===== src/rtl/coffee_pkg.sv =====
// Shared types, codes and recipe table for the coffee maker recipe controller.
// Every block that needs state, stage or drink encodings imports this package.
package coffee_pkg;

    typedef enum logic [2:0] {
        ST_IDLE    = 3'd0,
        ST_ARM     = 3'd1,
        ST_RUN     = 3'd2,
        ST_RELEASE = 3'd3,
        ST_DONE    = 3'd4,
        ST_FAULT   = 3'd5
    } state_e;

    typedef enum logic [1:0] {
        STG_HEAT = 2'd0,
        STG_BREW = 2'd1,
        STG_MILK = 2'd2,
        STG_NONE = 2'd3
    } stage_e;

    localparam logic [1:0] DRINK_ESPRESSO  = 2'b00;
    localparam logic [1:0] DRINK_AMERICANO = 2'b01;
    localparam logic [1:0] DRINK_LATTE     = 2'b10;
    localparam logic [1:0] DRINK_INVALID   = 2'b11;

    localparam logic [1:0] FAULT_NONE  = 2'b00;
    localparam logic [1:0] FAULT_WATER = 2'b01;
    localparam logic [1:0] FAULT_CUP   = 2'b10;
    localparam logic [1:0] FAULT_WDOG  = 2'b11;

    typedef struct packed {
        logic heater;
        logic pump;
        logic milk;
    } act_t;

    typedef struct packed {
        stage_e stage;
        logic   last;
    } recipe_step_t;

    // Stage list per drink; an out-of-range index reads as a terminal NONE step.
    function automatic recipe_step_t recipe_lookup(input logic [1:0] drink,
                                                   input logic [1:0] idx);
        recipe_step_t step;
        step.stage = STG_NONE;
        step.last  = 1'b1;
        case (drink)
            DRINK_ESPRESSO: begin
                case (idx)
                    2'd0:    step = '{stage: STG_HEAT, last: 1'b0};
                    2'd1:    step = '{stage: STG_BREW, last: 1'b1};
                    default: step = '{stage: STG_NONE, last: 1'b1};
                endcase
            end
            DRINK_AMERICANO: begin
                case (idx)
                    2'd0:    step = '{stage: STG_HEAT, last: 1'b0};
                    2'd1:    step = '{stage: STG_BREW, last: 1'b0};
                    2'd2:    step = '{stage: STG_BREW, last: 1'b1};
                    default: step = '{stage: STG_NONE, last: 1'b1};
                endcase
            end
            DRINK_LATTE: begin
                case (idx)
                    2'd0:    step = '{stage: STG_HEAT, last: 1'b0};
                    2'd1:    step = '{stage: STG_BREW, last: 1'b0};
                    2'd2:    step = '{stage: STG_MILK, last: 1'b1};
                    default: step = '{stage: STG_NONE, last: 1'b1};
                endcase
            end
            default: step = '{stage: STG_NONE, last: 1'b1};
        endcase
        return step;
    endfunction

endpackage


===== src/rtl/sync2_edge.sv =====
// Two-flop synchroniser for an asynchronous level, plus a rising-edge pulse
// taken from the synchronised copy (one clk wide).
module sync2_edge (
    input  logic clk,
    input  logic rst_n,
    input  logic d,
    output logic q,
    output logic rise
);

    logic meta_q;
    logic sync_q;
    logic prev_q;

    // NOTE: non-blocking assignments make the three flops shift as a chain; blocking would collapse them into one.
    always_ff @(posedge clk or negedge rst_n) begin
        if (!rst_n) begin
            meta_q <= 1'b0;
            sync_q <= 1'b0;
            prev_q <= 1'b0;
        end else begin
            meta_q <= d;
            sync_q <= meta_q;
            prev_q <= sync_q;
        end
    end

    assign q    = sync_q;
    assign rise = sync_q & ~prev_q;

endmodule


===== src/rtl/brew_sequencer.sv =====
// Recipe controller: walks the per-drink stage list, drives the 1 Hz stage
// timer and the actuators, and supervises sensors and a cycle watchdog.
module brew_sequencer
    import coffee_pkg::*;
#(
    parameter logic [1:0]  HEAT_T      = 2'd3,
    parameter logic [1:0]  BREW_T      = 2'd2,
    parameter logic [1:0]  MILK_T      = 2'd1,
    parameter logic [29:0] WDOG_CYCLES = 30'd600_000_000
) (
    input  logic       clk_100MHz,
    input  logic       rst_n,
    input  logic       start_btn,
    input  logic       cancel,
    input  logic [1:0] drink_sel,
    input  logic       cup_present,
    input  logic       water_ok,
    input  logic       fault_ack,
    output logic [1:0] tmr_value,
    output logic       tmr_start,
    input  logic       tmr_expired,
    output logic       heater_en,
    output logic       pump_en,
    output logic       milk_en,
    output logic       busy,
    output logic       done,
    output logic       fault,
    output logic [1:0] fault_code,
    output logic [1:0] stage
);

    logic go;
    logic exp_s;
    logic unused_exp_rise;

    sync2_edge u_sync_start (
        .clk   (clk_100MHz),
        .rst_n (rst_n),
        .d     (start_btn),
        .q     (),
        .rise  (go)
    );

    sync2_edge u_sync_expired (
        .clk   (clk_100MHz),
        .rst_n (rst_n),
        .d     (tmr_expired),
        .q     (exp_s),
        .rise  (unused_exp_rise)
    );

    state_e       state_q, state_d;
    logic [1:0]   idx_q, idx_d;
    logic [1:0]   drink_q, drink_d;
    logic         abort_q, abort_d;
    logic [29:0]  wdog_q, wdog_d;
    logic [1:0]   fault_code_q, fault_code_d;
    logic [1:0]   tmr_value_q, tmr_value_d;
    logic         tmr_start_q, tmr_start_d;
    act_t         act_q, act_d;
    logic         busy_q, busy_d;
    logic         done_q, done_d;
    logic         fault_q, fault_d;
    stage_e       stage_q, stage_d;

    recipe_step_t cur_step;
    recipe_step_t nxt_step;
    logic         sensor_bad;
    logic [1:0]   sensor_code;
    logic         wdog_hit;
    logic         act_window;
    logic         abort_now;

    function automatic logic [1:0] stage_time(input stage_e s);
        case (s)
            STG_HEAT: return HEAT_T;
            STG_BREW: return BREW_T;
            STG_MILK: return MILK_T;
            default:  return 2'd0;
        endcase
    endfunction

    assign sensor_bad  = !cup_present || !water_ok;
    assign sensor_code = !water_ok ? FAULT_WATER : FAULT_CUP;
    assign cur_step    = recipe_lookup(drink_q, idx_q);

    // NOTE: every always_comb output gets a default first so no path leaves it unassigned and infers a latch.
    always_comb begin
        state_d      = state_q;
        idx_d        = idx_q;
        drink_d      = drink_q;
        abort_d      = abort_q;
        fault_code_d = fault_code_q;
        wdog_d       = (state_q == ST_RUN || state_q == ST_RELEASE) ? wdog_q + 30'd1 : 30'd0;
        wdog_hit     = (state_q == ST_RUN || state_q == ST_RELEASE) &&
                       (wdog_q == WDOG_CYCLES - 30'd1);

        case (state_q)
            ST_IDLE: begin
                if (go && !cancel && drink_sel != DRINK_INVALID) begin
                    if (sensor_bad) begin
                        state_d      = ST_FAULT;
                        fault_code_d = sensor_code;
                    end else begin
                        state_d = ST_ARM;
                        drink_d = drink_sel;
                        idx_d   = 2'd0;
                        abort_d = 1'b0;
                    end
                end
            end
            ST_ARM: begin
                if (sensor_bad) begin
                    state_d      = ST_FAULT;
                    fault_code_d = sensor_code;
                end else if (cancel) begin
                    state_d = ST_RELEASE;
                    abort_d = 1'b1;
                end else begin
                    state_d = ST_RUN;
                end
            end
            ST_RUN: begin
                if (sensor_bad) begin
                    state_d      = ST_FAULT;
                    fault_code_d = sensor_code;
                end else if (cancel) begin
                    state_d = ST_RELEASE;
                    abort_d = 1'b1;
                end else if (wdog_hit) begin
                    state_d      = ST_FAULT;
                    fault_code_d = FAULT_WDOG;
                end else if (exp_s) begin
                    state_d = ST_RELEASE;
                end
            end
            ST_RELEASE: begin
                if (sensor_bad) begin
                    state_d      = ST_FAULT;
                    fault_code_d = sensor_code;
                end else if (wdog_hit) begin
                    state_d      = ST_FAULT;
                    fault_code_d = FAULT_WDOG;
                end else if (!exp_s) begin
                    if (abort_q) begin
                        state_d = ST_IDLE;
                    end else if (cur_step.last) begin
                        state_d = ST_DONE;
                    end else begin
                        state_d = ST_ARM;
                        idx_d   = idx_q + 2'd1;
                    end
                end
            end
            ST_DONE: state_d = ST_IDLE;
            ST_FAULT: begin
                if (fault_ack && !exp_s) begin
                    state_d      = ST_IDLE;
                    fault_code_d = FAULT_NONE;
                end
            end
            default: state_d = ST_IDLE;
        endcase
    end

    // Outputs are decoded from the next state so they change on the same edge as the state.
    assign nxt_step   = recipe_lookup(drink_d, idx_d);
    assign act_window = (state_d == ST_ARM) || (state_d == ST_RUN);

    always_comb begin
        act_d        = '0;
        act_d.heater = act_window && (nxt_step.stage == STG_HEAT);
        act_d.pump   = act_window && (nxt_step.stage == STG_BREW);
        act_d.milk   = act_window && (nxt_step.stage == STG_MILK);
        tmr_start_d  = act_window;
        tmr_value_d  = act_window ? stage_time(nxt_step.stage) : 2'd0;
        busy_d       = (state_d == ST_ARM) || (state_d == ST_RUN) ||
                       (state_d == ST_RELEASE) || (state_d == ST_DONE);
        done_d       = (state_d == ST_DONE);
        fault_d      = (state_d == ST_FAULT);
        stage_d      = (state_d == ST_ARM || state_d == ST_RUN || state_d == ST_RELEASE)
                       ? nxt_step.stage : STG_NONE;
    end

    always_ff @(posedge clk_100MHz or negedge rst_n) begin
        if (!rst_n) begin
            state_q      <= ST_IDLE;
            idx_q        <= 2'd0;
            drink_q      <= DRINK_ESPRESSO;
            abort_q      <= 1'b0;
            wdog_q       <= 30'd0;
            fault_code_q <= FAULT_NONE;
            tmr_value_q  <= 2'd0;
            tmr_start_q  <= 1'b0;
            act_q        <= '0;
            busy_q       <= 1'b0;
            done_q       <= 1'b0;
            fault_q      <= 1'b0;
            stage_q      <= STG_NONE;
        end else begin
            state_q      <= state_d;
            idx_q        <= idx_d;
            drink_q      <= drink_d;
            abort_q      <= abort_d;
            wdog_q       <= wdog_d;
            fault_code_q <= fault_code_d;
            tmr_value_q  <= tmr_value_d;
            tmr_start_q  <= tmr_start_d;
            act_q        <= act_d;
            busy_q       <= busy_d;
            done_q       <= done_d;
            fault_q      <= fault_d;
            stage_q      <= stage_d;
        end
    end

    // An abort cuts the actuators and timer in the cycle it is requested, not one later.
    assign abort_now  = cancel && (state_q == ST_ARM || state_q == ST_RUN);

    assign heater_en  = act_q.heater & ~abort_now;
    assign pump_en    = act_q.pump   & ~abort_now;
    assign milk_en    = act_q.milk   & ~abort_now;
    assign tmr_start  = tmr_start_q  & ~abort_now;
    assign tmr_value  = tmr_value_q;
    assign busy       = busy_q;
    assign done       = done_q;
    assign fault      = fault_q;
    assign fault_code = fault_code_q;
    assign stage      = stage_q;

endmodule


===== config.mk =====
export PLATFORM = sky130hd
export DESIGN_NAME = brew_sequencer
export DESIGN_NICKNAME = d
export VERILOG_FILES = /design/src/rtl/coffee_pkg.sv /design/src/rtl/sync2_edge.sv /design/src/rtl/brew_sequencer.sv
export SDC_FILE = /design/constraint.sdc
export NUM_CORES = 1
export LEC_CHECK = 0
export BUFFER_PORTS_ARGS = -buffer_cell sky130_fd_sc_hd__clkbuf_2
export CAP_MARGIN = 20
export CORE_AREA = 5 5 78 80
export CTS_BUF_LIST = sky130_fd_sc_hd__clkbuf_8
export CTS_CLUSTER_SIZE = 25
export DETAILED_ROUTE_END_ITERATION = 7
export DIE_AREA = 0 0 83 85
export GPL_TIMING_DRIVEN = 0
export PLACE_DENSITY = 0.76
export RECOVER_POWER = 25
export SYNTH_ARGS = -nofsm -noshare
export SYNTH_HDL_FRONTEND = slang
export SYNTH_SLANG_ARGS = --single-unit

===== constraint.sdc =====
create_clock -name clk_100MHz -period 2 [get_ports clk_100MHz]
set_clock_uncertainty 0.05 [all_clocks]
set_input_delay 0.4 -clock clk_100MHz [delete_from_list [all_inputs] [get_ports clk_100MHz]]
set_output_delay 0.4 -clock clk_100MHz [all_outputs]
set_load 0.02 [all_outputs]

==> out/qor.csv <==
metric;value;unit
vias;2404;
status;finished with violations;
grt_util_met2;35.6;%
dp_hpwl;4.22;mm
postRouteAntennaNets;0;
synth_seq_area_share;49.5;%
drt_iter0_markers;198;
required;2210;ps
cp_slowest_cell;and4bb_4;
ir_drop;0.752;mV
cts_max_level;2;
viasPerCell;5.53;
cts_made_buffers;5;
grt_setup_unrepaired;yes;
grt_max_degree;31;
worstMarginPinSlew;1500;ps
die_w;83;um
end_kind;flop;
slew_headroom;-0.331;%
syn_avg_cell_area;9.69;um^2
grt_use_met3;4.47;%
ys_warn_count;0;
synth_cells;293;
totalWireLength;6.97;mm
min_path_type;input pin to flop;
cap_viol_max_count;1;
crit_type;flop to flop;
gr-usage-all-layers;20.5;%
wire_per_inst;16.0;um
arrival;2470;ps
cts_buffer_depth;2;
clk_pin_slew_worst_paths;100;ps
layout_setup_ws;-265;ps
coreArea;5340;um^2
netlist_area;2840;um^2
clk_latency;320;ps
cts_root_buffer;clkbuf_8;
nNetsFinal;377;
crit_path_start_kind;flop;
synth_ff_type;dfrtp_1;
violations;max-capacitance violations, max-slew violations, negative setup slack;
leakage;1.65;nW
syn_nets;308;
place_congestion;0.889;
async_flop_share;100;%
setup-violations-final;19;
critPathMaxStageDelay;440;ps
die_area;7060;um^2
crit_path_max_fanout;6;
grt-ovfl-total;0;
final_hold_viol_count;0;
first_pass_iters;4;
cts_tree;yes;
cp_cell_sequence;nor4_2 > nand4_1 > and4bb_4 > nor2_4 > a221oi_4 > inv_2 > mux2i_4 > and3_1;
max_freq;442;MHz
io_buffers;22;
grt_util_met1;25.1;%
holdWs;132;ps
grt_pass1_vias;2508;
rows;27;
period_share;113;%
diodes;0;
clock_sinks;56;
maxSlewViolCount;26;
area_growth;31.0;%
antenna_found_initial;0;
totalPowerFinal;0.00382;W
drive_gt1_share;35.3;%
synth_edf_count;0;
period_minus_slack;2260;ps
dieHeight;85;um
top_usage_layer;met2;
ios;23;
grt_pass1_wl;11.8;mm
ys_types;46;
route.detailed.drc;0;
power.density;1030;nW/um^2
initial_core_util;53.2;%
synth_seq_cells;56;
## kinds of logic (layout without fill, tap and decap cells)
| family | Yosys count | in the layout | synth area share (%) |
|---|---|---|---|
| buffers and inverters | 26 | 96 | 3.57 |
| adders and majority gates | 5 | 5 | 2.20 |
| xor gates and xnor gates | 24 | 24 | 7.41 |
| AOI/OAI and AO/OA | 41 | 41 | 10.1 |
| muxes | 5 | 5 | 2.34 |
| and+or+nand+nor | 136 | 136 | 24.9 |
| DFF | 56 | 56 | 49.5 |
## Yosys cell counts, drive strengths merged, types with 2 or more instances
master,count,area (um^2)
dfrtp,54,1350
nor2,42,160
nand3,21,105
inv,19,71.3
nand2,17,63.8
xor2,15,131
a21oi,13,65.1
o21ai,13,65.1
nand4,10,62.6
xnor2,9,78.8
and2,7,43.8
nor3,7,35.0
nor4,6,43.8
and3,5,31.3
and4,5,43.8
clkbuf,5,18.8
ha,5,62.6
o21a,5,37.5
or3,5,32.5
nor2b,4,25.0
mux2,3,33.8
nor3b,3,22.5
a211o,2,18.8
buf,2,11.3
dfstp,2,52.6
mux2i,2,32.5
## cells in the final DEF, fill, tap and decap left out, types with 9 or more instances in the layout
cell type | netlist | routed
nor2_1 | 41 | 37
nand4_1 | 10 | 10
xnor2_1 | 9 | 9
o21ai_0 | 12 | 11
clkbuf_8 | 0 | 9
clkbuf_2 | 0 | 17
inv_1 | 18 | 15
nand3_1 | 21 | 18
a21oi_1 | 13 | 9
buf_4 | 1 | 39
xor2_1 | 15 | 15
nand2_1 | 17 | 15
dfrtp_1 | 54 | 49
## critical path: cells and delay by family, from the launching register on
| kind | cells | cell delay [ps] |
|---|---|---|
| simple gates | 5 | 1160 |
| buf+inv | 1 | 110 |
| flops | 1 | 410 |
| compound gates | 1 | 310 |
| mux | 1 | 160 |
## where the power goes
| group | leakage (nW) | switching [W] | internal (W) |
|---|---|---|---|
| Clock | 0.0599 | 0.000389 | 0.000374 |
| Combinational | 0.851 | 0.000916 | 0.000730 |
| Sequential | 0.738 | 0.0000991 | 0.00131 |
## layout make-up
class	instances	area (um^2)
tap	72	90.1
clock inverter	3	42.5
inverter	19	73.8
sequential	56	1410
buffer	6	45.0
fill	403	1620
clock buffer	5	68.8
timing repair buffer	63	469
multi-input combinational	211	1520
## routing by layer
metal / up-vias / routed length, um
met3: 11 / 331
met4: 0 / 121
met2: 70 / 3570
li1: 1156 / -
met5: - / 0
met1: 1167 / 2950
## flip-flops by register name, indices dropped and copies added (netlist names), 2 cells and up
register	flops
state_q	3
drink_q	2
fault_code	2
wdog_q	30
act_q	3
stage	2
idx_q	2
tmr_value	2
## metrics by stage
| stage | std cells | setup TNS [ps] | area, um^2 | util [%] | setup slack (ps) |
|---|---|---|---|---|---|
| after floorplan | 293 | -325 | 2880 | - | -76.2 |
| after global placement | 387 | -4550 | 3080 | 57.8 | -358 |
| after detailed placement | 388 | -5020 | 3100 | 58.1 | -383 |
| after CTS | 424 | -1690 | 3570 | 66.9 | -215 |
| after global routing | 435 | -4110 | 3720 | 69.7 | -351 |
| final | 435 | -2280 | 3720 | 69.7 | -265 |
## what timing repair did
action | in CTS | in global routing
endpoints found under the setup margin | 32 | 32
resized for setup | 42 | 21
hold buffers | 0 | 0
pin swaps | 28 | 13
setup buffers | 29 | 12
## worst paths after layout
| check | start | end | slack [ps] | cells after the start |
|---|---|---|---|---|
| setup / recovery | wdog_q[20] | tmr_value[0] | -260 | 8 |
| hold reg to reg | u_sync_start.meta_q | u_sync_start.q | 310 | 0 |
| min in group asynchronous | rst_n | wdog_q[19] | 380 | 1 |
| hold / removal | tmr_expired | u_sync_expired.meta_q | 130 | 1 |
| setup reg to reg | wdog_q[20] | tmr_value[0] | -260 | 8 |
| max in group asynchronous | rst_n | wdog_q[2] | 540 | 1 |
(Power assumes the default switching activity.)
